`config.mk`:
```
export PLATFORM = sky130hd
export DESIGN_NAME = fetch_ref_luma_load
export DESIGN_NICKNAME = d
export VERILOG_FILES = /design/src/rtl/fetch_ref_luma_load.sv
export SDC_FILE = /design/constraint.sdc
export NUM_CORES = 1
export LEC_CHECK = 0
export CORE_AREA = 5 5 368 370
export CTS_BUF_LIST = sky130_fd_sc_hd__clkbuf_4
export DETAILED_ROUTE_END_ITERATION = 8
export DIE_AREA = 0 0 373 375
export GPL_ROUTABILITY_DRIVEN = 0
export PLACE_DENSITY = 0.6
export SLEW_MARGIN = 20
export SYNTH_ARGS = -nofsm -noshare
export SYNTH_HDL_FRONTEND = slang
export SYNTH_SLANG_ARGS = --single-unit
```
`constraint.sdc`:
```
create_clock -name clk -period 7.5 [get_ports clk]
set_input_delay 1.5 -clock clk [delete_from_list [all_inputs] [get_ports clk]]
set_output_delay 1.5 -clock clk [all_outputs]
set_load 0.01 [all_outputs]
```
`src/rtl/fetch_ref_luma_load.sv`:
```
// fetch_ref_luma_load: fetches the 80-row luma reference window for one LCU.
// Each row is requested from external memory and collected as six 128-bit beats.
// The assembled 96-pixel row is then written to the reference buffer.
`ifndef PIXEL_WIDTH
`define PIXEL_WIDTH 8
`endif
`ifndef PIC_X_WIDTH
`define PIC_X_WIDTH 8
`endif
`ifndef PIC_Y_WIDTH
`define PIC_Y_WIDTH 8
`endif

module fetch_ref_luma_load #(
  parameter int ROW_NUM  = 80,
  parameter int BEAT_NUM = 6
) (
  input  logic                          clk,
  input  logic                          rstn,
  input  logic                          sysif_start_i,
  input  logic [`PIC_X_WIDTH-1:0]       sysif_cur_x_i,
  input  logic [`PIC_Y_WIDTH-1:0]       sysif_cur_y_i,
  input  logic [`PIC_Y_WIDTH-1:0]       sysif_total_y_i,
  output logic                          ext_rd_req_o,
  output logic [`PIC_X_WIDTH+7-1:0]     ext_rd_x_o,
  output logic [`PIC_Y_WIDTH+6-1:0]     ext_rd_y_o,
  input  logic                          ext_rd_ack_i,
  input  logic                          ext_rd_valid_i,
  input  logic [127:0]                  ext_rd_data_i,
  output logic                          ext_load_valid_o,
  output logic [6:0]                    ext_load_addr_o,
  output logic [96*`PIXEL_WIDTH-1:0]    ext_load_data_o,
  output logic                          ext_load_done_o,
  output logic                          busy_o
);

  localparam int ROW_W = 96 * `PIXEL_WIDTH;
  localparam int XW    = `PIC_X_WIDTH + 7;
  localparam int YW    = `PIC_Y_WIDTH + 6;
  localparam int SW    = YW + 2;
  localparam int BW    = $clog2(BEAT_NUM + 1);

  typedef enum logic [2:0] {IDLE, REQ, DATA, WR, DONE} state_t;

  state_t                   state, state_nxt;
  logic [`PIC_X_WIDTH-1:0]  cur_x;
  logic [`PIC_Y_WIDTH-1:0]  cur_y;
  logic [`PIC_Y_WIDTH-1:0]  total_y;
  logic [6:0]               row_cnt;
  logic [BW-1:0]            beat_cnt;
  logic [ROW_W-1:0]         row_reg;

  logic                     last_beat;
  logic                     last_row;
  logic [XW-1:0]            x_calc;
  logic signed [SW-1:0]     y_raw;
  logic signed [SW-1:0]     y_max;
  logic [YW-1:0]            y_clamped;

  assign last_beat = ext_rd_valid_i && (beat_cnt == BW'(BEAT_NUM - 1));
  assign last_row  = (row_cnt == 7'(ROW_NUM - 1));

  // Window starts 16 pixels left of the LCU; the subtraction wraps to two's complement.
  assign x_calc = {1'b0, cur_x, 6'b0} - XW'(16);

  // Window starts 8 rows above the LCU and the last legal row ends the bottom LCU row.
  assign y_raw = $signed({2'b00, cur_y, 6'b0}) - $signed(SW'(8))
               + $signed({{(SW-7){1'b0}}, row_cnt});
  assign y_max = $signed({2'b00, total_y, 6'b111111});

  // Clamp the requested row into the picture vertically.
  always_comb begin
    y_clamped = y_raw[YW-1:0];
    if (y_raw < 0) begin
      y_clamped = '0;
    end else if (y_raw > y_max) begin
      y_clamped = y_max[YW-1:0];
    end
  end

  // State register.
  always_ff @(posedge clk or negedge rstn) begin
    if (!rstn) begin
      state <= IDLE;
    end else begin
      state <= state_nxt;
    end
  end

  // Next-state logic; a start pulse restarts the window from any state.
  always_comb begin
    state_nxt = state;
    if (sysif_start_i) begin
      state_nxt = REQ;
    end else begin
      case (state)
        IDLE:    state_nxt = IDLE;
        REQ:     if (ext_rd_ack_i) state_nxt = DATA;
        DATA:    if (last_beat) state_nxt = WR;
        WR:      state_nxt = last_row ? DONE : REQ;
        DONE:    state_nxt = IDLE;
        default: state_nxt = IDLE;
      endcase
    end
  end

  // Coordinate latches, row/beat counters and the row assembly shift register.
  always_ff @(posedge clk or negedge rstn) begin
    if (!rstn) begin
      cur_x    <= '0;
      cur_y    <= '0;
      total_y  <= '0;
      row_cnt  <= '0;
      beat_cnt <= '0;
      row_reg  <= '0;
    end else if (sysif_start_i) begin
      cur_x    <= sysif_cur_x_i;
      cur_y    <= sysif_cur_y_i;
      total_y  <= sysif_total_y_i;
      row_cnt  <= '0;
      beat_cnt <= '0;
    end else begin
      case (state)
        REQ: begin
          if (ext_rd_ack_i) beat_cnt <= '0;
        end
        DATA: begin
          if (ext_rd_valid_i) begin
            row_reg  <= {row_reg[ROW_W-129:0], ext_rd_data_i};
            beat_cnt <= beat_cnt + BW'(1);
          end
        end
        WR: begin
          if (!last_row) row_cnt <= row_cnt + 7'd1;
        end
        default: ;
      endcase
    end
  end

  // Output decode; everything not owned by the current state is driven to zero.
  always_comb begin
    ext_rd_req_o     = 1'b0;
    ext_rd_x_o       = '0;
    ext_rd_y_o       = '0;
    ext_load_valid_o = 1'b0;
    ext_load_addr_o  = '0;
    ext_load_data_o  = '0;
    ext_load_done_o  = 1'b0;
    busy_o           = (state != IDLE);
    case (state)
      REQ: begin
        ext_rd_req_o = 1'b1;
        ext_rd_x_o   = x_calc;
        ext_rd_y_o   = y_clamped;
      end
      WR: begin
        ext_load_valid_o = 1'b1;
        ext_load_addr_o  = row_cnt;
        ext_load_data_o  = row_reg;
      end
      DONE: ext_load_done_o = 1'b1;
      default: ;
    endcase
  end

endmodule

```
; ---- Word level (Yosys, flattened, before mapping)
; Index checks and enable logic that the tools add are counted.
[word_totals]
ff_bits = 805
in_bits = 157
output_inout_bits = 808
[classes]
n_addsub = 5
order_cmp = 2
n_eq_ne = 10
mux = 21
bitwise_logic = 1
reduce_logical = 8
[ops]
columns = cell, count
row1 = $mux 768, 1
row2 = $mux 14, 3
row3 = $mux 7, 4
row4 = $mux 3, 7
row5 = $add 15x8->16, 1
row6 = $gt 16x15->1, 1
row7 = $lt 16x1->1 const B, 1
row8 = $mux 15, 1
row9 = $sub 14x4->15 const B, 1
row10 = $sub 14x5->15 const B, 1
row11 = $ne 3x3->1 const B, 3
row12 = $pmux 3 s3, 1
row13 = $add 7x1->7 const B, 1
row14 = $eq 7x7->1 const B, 1
row15 = $eq 3x2->1 const B, 2
row16 = $eq 3x3->1 const B, 2
row17 = $pmux 3 s2, 1
row18 = $reduce_and 3->1, 2
row19 = $reduce_bool 3->1, 2
row20 = $reduce_and 2->1, 2
row21 = $add 3x1->3 const B, 1
row22 = $eq 3x1->1 const B, 1
row23 = $mux 1, 3
row24 = $ne 2x2->1 const B, 1
row25 = 3 further kinds, 3

; ---- Longest topological paths before layout
; Gate-level depths: netlist of run 1.
[depth]
ltp_word = 6
ltp_mapped = 15

; ---- Least setup slack after synthesis of run 1
; Ideal clock, no wire load.
[synth_timing]
path_type = reg-to-output
start = register cur_y[0]
end = output ext_rd_y_o[10]
arrival_time_ns = 3.368
required_time_ns = 6.000
slack_ns = 2.632
path_stages_with_launch = 16
n_path_buf = 1
path_cell_list = dfrtp_1 inv_1 ha_1 nand2b_1 o22ai_1 mux2i_1 o22ai_1 xor2_1 ha_1 and3_1 nand4_1 or4_1 nand2_1 o211ai_2 buf_4 o221a_1
[synth_via]
elab_chain_len = 6
elab_cells_between_ends = 7
classes_between = 2 x add/sub / 2 x order compare / 3 x mux
[synth_rtl]
columns = item, line_no
row1 = from (decl), 47  ; logic [`PIC_Y_WIDTH-1:0] cur_y;
row2 = from (signal assigned), 118  ; cur_y <= sysif_cur_y_i;
row3 = $sub 14x4->15 *, 67  ; assign y_raw = $signed({2'b00, cur_y, 6'b0}) - $signed(SW'(8))
row4 = $add 15x8->16 *, 68  ; + $signed({{(SW-7){1'b0}}, row_cnt});
row5 = $gt 16x15->1, 76  ; end else if (y_raw > y_max) begin
row6 = $mux 14, 76
row7 = $mux 14 *, 74  ; if (y_raw < 0) begin
row8 = $mux 14 *, 151  ; case (state)
row9 = to (decl), 26  ; output logic [`PIC_Y_WIDTH+6-1:0] ext_rd_y_o,
; Mark *: on every way between the ends. The rest lies on a longest branch, timed or not.

; ---- Worst setup path after layout of run 1
[layout_timing]
start = register cur_y[0]
end = output ext_rd_y_o[9]
; Same word-level chain as after synthesis.

==> results of run 1 <==
-- path summary, 6_finish.rpt --
path                                   start       endpoint  depth (start not counted)
worst max-delay path                cur_y[0]  ext_rd_y_o[9]                         15
worst min-delay path            row_reg[610]   row_reg[738]                          1
worst max register to register      state[2]    row_reg[30]                          5
worst min register to register  row_reg[610]   row_reg[738]                          1
max in group asynchronous               rstn   row_reg[210]                          2
min in group asynchronous               rstn   row_reg[171]                          1
-- logic make-up (layout without fill, tap and decap cells) --
| logic type | count (synthesis) | count (layout) | share of synthesized area, % |
|---|---|---|---|
| other | 1 | 18 | 0.01038 |
| XOR/XNOR | 18 | 18 | 0.4364 |
| adder cells (fa/ha/maj) | 16 | 16 | 0.5542 |
| multiplexers | 782 | 782 | 24.37 |
| flip-flops | 805 | 805 | 55.77 |
| AND/OR/NAND/NOR | 881 | 881 | 14.98 |
| buffers and inverters | 211 | 1417 | 2.577 |
| AO/OA/AOI/OAI | 63 | 63 | 1.306 |
-- layer usage --
metal	up-vias	global-route usage, %	wire, um
li1	11560	-	-
met1	12700	22.03	53700
met2	753	28.58	60410
met3	232	7.159	10540
met4	26	5.994	3810
met5	-	0	158
-- synthesized netlist by cell type, types with 11 or more instances --
master,instances
nand2_1,26
mux2_1,32
inv_1,21
o21ai_0,18
mux2_2,747
nor2_1,30
and2_1,774
clkbuf_1,97
buf_4,11
ha_1,16
dfrtp_1,805
buf_2,72
-- stage by stage --
| stage | total power, mW | hold slack (ps) | utilization [%] | std cells | cell area (um2) |
|---|---|---|---|---|---|
| 2_1_floorplan | 5.911 | 451.3 | - | 2780 | 36130 |
| 3_3_place_gp | 6.713 | 466.9 | 35.94 | 5352 | 47540 |
| 3_5_place_dp | 6.748 | 473.1 | 35.94 | 5352 | 47540 |
| 4_1_cts | 10.98 | 304.0 | 38.15 | 5754 | 50470 |
| 5_1_grt | 11.37 | 352.4 | 38.16 | 5761 | 50490 |
| 6_report | 10.77 | 456.3 | 38.18 | 5768 | 50500 |
-- final cells by class --
cell class                      count  area, um2  area share, %
Antenna cell                       14      35.03        0.06937
Timing Repair Buffer              994      10030          19.85
Sequential cell                   805      20140          39.89
Clock buffer                      346       2597          5.143
Multi-Input combinational cell   1764      15070          29.83
Tap cell                         1768       2212          4.380
Clock inverter                     56      334.1         0.6615
Inverter                           21      86.33         0.1709
-- worst max-delay path, delay by kind of cell (launching register included) --
family	cells	cell delay [ps]
and+or+nand+nor	4	1040
muxes	1	250
adders and majority gates	2	680
AOI/OAI and AO/OA	5	1140
xor gates and xnor gates	1	200
DFF	1	400
buffers and inverters	2	650
-- power by group through the flow --
stage                     Combinational [mW]  Sequential, mW  Clock [mW]
after floorplan                        0.786            5.13           0
after global placement                  1.33            5.39           0
after detailed placement                1.34            5.40           0
after CTS                               1.35            5.33        4.30
after global routing                    1.45            5.39        4.53
final                                   1.32            5.32        4.12
==> flow_metrics.tcl, run 1 <==
set metrics [dict create \
    outcome "complete, no violations" \
    dr.pass1.iters 6 \
    clk_transition_reported_paths_ps 60 \
    power.share.clock_pct 38.3 \
    clock_insertion_delay_worst_skew_ps 1170 \
    synth_top_area_cell "dfrtp_1" \
    worst-endpoint-required_ps 6000 \
    most_common_cell_after_layout_fill_and_taps_aside "clkdlybuf4s50_1" \
    most-common-layout-cells "clkdlybuf4s50_1, dfrtp_1, and2_1" \
    p_switching_mw 3.046 \
    worst_clock_skew_ps 104.3 \
    power.share.combinational_pct 12.3 \
    synth.ff_latch_count 805 \
    timing.critical_path.slowest_stage_cell "or4_1" \
    worst-path-max-fanout 8 \
    ctsRootBufferMaster "clkbuf_4" \
    placementRows 134 \
    drt_iter0_markers 1354 \
    number_of_slew_limit_violations_in_the_final_report 0 \
    die-height_um 375 \
    first_global_vias 26440 \
    ys.flop_type "dfrtp_1" \
    largest_register_ffs 768 \
    nets 3988 \
    p_leak_nw 23.58 \
    grt_remaining_overflow 0 \
    cts_post_setup_buffers_inserted 0 \
    ctsHoldBuffers 0 \
    mappedNetlistArea_um2 36120 \
    crit_path_max_incr_delay_ps 560 \
    min_period_ps 6927 \
    crit_path_cell_trace "inv_1 -> ha_1 -> nand2b_1 -> o22ai_1 -> mux2i_1 -> o22ai_1 -> xor2_1 -> ha_1 -> and3_1 -> nand4_1 -> or4_1 -> a32oi_1 -> a221o_2 -> o221a_1 -> clkdlybuf4s50_1" \
    avgRoutedWirePerCell_um 22.30 \
    post-route-drc-count 0 \
    hpwlAfterDp_um 95200 \
    setup_tns_ps 0 \
    cts.repair.resized 0 \
    timing_worst_slew_pin_value_ps 1055 \
    grt_max_degree 160 \
    grt_use_total_pct 17.87 \
    power_density_nw_per_um2 213.2 \
    async_reset_ff_share_pct 100.0 \
    global_route_wire_length_before_repair_um 187300 \
    final_hold_violating_endpoints 0 \
    clk_path_buf_depth 3 \
    reg2reg_setup_slack_ps 4530 \
    synth_seq_area_share_pct 55.77 \
    area.growth.synth_to_final_pct 39.81 \
    core_um2 132300 \
    max_freq_ghz 0.1444 \
    setup_viol 0 \
    switching_share_pct 28.28 \
    clock_tree_from_tritoncts "built" \
    synth_area_per_cell_um2 13.01 \
    start_kind "register" \
    timing.critical_path.to_type "output pin" \
    synthesis.yosys.warnings 0 \
    post_route_cells_drive_above_1_share_pct 29.15 \
    clkSinkCount 805 \
    drv.max_cap_violation_count 0 \
    routed-via-count 25270 \
    synth-edff-count 0 \
    worstPathArrival_ps 5430 \
    cts.htree.levels 4 \
    yosys.cell_types.count 54 \
    post_synth_inst_count 2777 \
    final.period_utilization_pct 92.36 \
    fp.dieArea_um2 139900 \
    synth.top_cells.by_area "dfrtp_1, mux2_2, and2_1, clkbuf_1, buf_2" \
    worst_slew_margin_rel_pct 29.70 \
    holdCritPathClass "register to register" \
    filler_cell_count 12900 \
    cts_buffers 229 \
    worst_slack_ps 572.9 \
    synth_largest_type_area_fraction_pct 55.77 \
    number_of_antenna_violations_at_the_first_check_in_global_routing 21 \
    initial_core_util_pct 27.31 \
    post-place-ws_ps 1704 \
    vdd_ir_drop_max_uv 139.7 \
    routed_via_density 4.381 \
    seq_power_share_pct 49.4 \
    floorplan.io_pins 965 \
    intPower_mw 7.724 \
    die_w_um 373 \
    drt-total-wl_um 128600 \
    number_of_nets_with_antenna_violations_after_detailed_routing 0 \
    io_buffers 960 \
    grt_setup_unrepaired "false" \
    cp_class "register to output pin" \
]
(Power assumes the default switching activity.)
==> inputs of run 2 (changes only) <==
Settings changed: CORE_AREA 5 5 368 370 to 2 2 376 378, DIE_AREA 0 0 373 375 to 0 0 378 380, DONT_BUFFER_PORTS set to 1, PLACE_DENSITY 0.6 to 0.49.
==> flow_metrics.tcl, run 2 (synthesized netlist as in run 1, its figures left out) <==
set metrics [dict create \
    critPathLaunch "cur_y[0]" \
    hold_slack_ps 391.0 \
    number_of_nets_with_antenna_violations_after_detailed_routing 0 \
    routed-via-count 21820 \
    max_freq_ghz 0.1559 \
    timing_worst_slew_pin_value_ps 1259 \
    worst_clock_skew_ps 90.40 \
    most-common-layout-cells "dfrtp_1, and2_1, mux2_2" \
    largest_register_ffs 768 \
    final_cells 4915 \
    hpwlAfterDp_um 83190 \
    grt_use_total_pct 15.73 \
    first_global_vias 22520 \
    switching_share_pct 28.98 \
    finalCoreUtilization_pct 29.47 \
    floorplan.io_pins 965 \
    die-height_um 380 \
    post-route-drc-count 0 \
    post-place-ws_ps 2254 \
    cts_post_setup_buffers_inserted 0 \
    min_period_ps 6414 \
    final.period_utilization_pct 85.52 \
    die_w_um 378 \
    cts.repair.resized 0 \
    core_um2 139200 \
    place_inst 4486 \
    outcome "complete, no violations" \
    critical_path.reg2reg.startpoint "state[2]" \
    fin_total_pwr_mw 10.52 \
    power.share.clock_pct 39.4 \
    timing.critical_path.to_type "output pin" \
    cp_class "register to output pin" \
    intPower_mw 7.470 \
    worstPathArrival_ps 4910 \
    routed_via_density 4.439 \
    grt_remaining_overflow 0 \
    worst_slew_margin_rel_pct 16.04 \
    holdCritPathClass "input port to async pin" \
    clkSinkCount 805 \
    filler_cell_count 14530 \
    fp.dieArea_um2 143600 \
    power_density_nw_per_um2 256.4 \
    dr.pass1.iters 5 \
    io_buffers 0 \
    global_route_wire_length_before_repair_um 165400 \
    worst_slack_ps 1086 \
    post_route_cells_drive_above_1_share_pct 38.08 \
    drt_iter0_markers 1239 \
    placementRows 137 \
    clk_path_buf_depth 3 \
    cts_buffers 229 \
    clk_transition_reported_paths_ps 70 \
    number_of_antenna_violations_at_the_first_check_in_global_routing 31 \
    p_switching_mw 3.048 \
    p_leak_nw 20.21 \
    nets 3020 \
    start_kind "register" \
    setup_viol 0 \
    ctsRootBufferMaster "clkbuf_4" \
    grt_setup_unrepaired "false" \
    grt_max_degree 806 \
    area.growth.synth_to_final_pct 13.57 \
    initial_core_util_pct 25.95 \
    dpl-instance-area_um2 37870 \
    drv.max_cap_violation_count 0 \
    power.share.combinational_pct 9.5 \
    setup_tns_ps 0 \
    drt-total-wl_um 116500 \
    most_common_cell_after_layout_fill_and_taps_aside "dfrtp_1" \
    clock_insertion_delay_worst_skew_ps 1180 \
    vdd_ir_drop_max_uv 129.2 \
    worst-endpoint-required_ps 6000 \
    avgRoutedWirePerCell_um 23.70 \
    final_design_area_no_fill_um2 41020 \
    number_of_slew_limit_violations_in_the_final_report 0 \
    seq_power_share_pct 51.1 \
    final_hold_violating_endpoints 0 \
    cts.htree.levels 4 \
    clock_tree_from_tritoncts "built" \
    worst-path-max-fanout 14 \
]
run 2: area by class of cell:
cell class	count	area, um2	share of cell area, %
antenna	22	55.05	0.1342
clock buffer	344	2582	6.295
sequential	805	20140	49.10
inverter	21	86.33	0.2104
multi-input combinational	1764	15070	36.73
timing repair buffer	26	372.9	0.9089
tap	1876	2347	5.722
clock inverter	57	369.1	0.8997
run 2: metal layers:
| layer | share of wire, % | vias up | global-route usage (%) |
|---|---|---|---|
| met5 | 0.10 | - | 0 |
| met4 | 3.2 | 18 | 5.932 |
| met2 | 47 | 768 | 25.40 |
| li1 | - | 9682 | - |
| met3 | 8.1 | 211 | 5.822 |
| met1 | 41 | 11140 | 19.01 |
run 2: power groups by stage:
| stage | sequential, mW | combinational, mW | clock (mW) |
|---|---|---|---|
| CTS | 5.38 | 0.919 | 4.35 |
| global placement | 5.45 | 0.897 | 0 |
| detailed placement | 5.46 | 0.913 | 0 |
| global route | 5.45 | 1.11 | 4.57 |
| finish | 5.37 | 1.00 | 4.14 |
| floorplan | 5.13 | 0.786 | 0 |
run 2: worst paths after layout:
| path | to | slack [ps] | depth (start not counted) |
|---|---|---|---|
| min reg2reg | row_reg[669] | 480 | 1 |
| max in group asynchronous | row_reg[711] | 4670 | 3 |
| min in group clk | row_cnt[1] | 450 | 1 |
| max | ext_rd_y_o[7] | 1090 | 14 |
| min | row_reg[694] | 390 | 1 |
| max reg2reg | row_reg[212] | 4500 | 5 |
run 2: critical path, cell delays in order, from the launching register on:
cell and delay (ps):
dfrtp_1 390, inv_1 90, ha_1 390, nand2b_1 180, o22ai_1 250, mux2i_1 230
o22ai_1 100, xor2_1 190, ha_1 300, and3_1 180, nand4_1 110, or4_1 560
nand2_1 120, o211ai_2 290, o221a_1 410
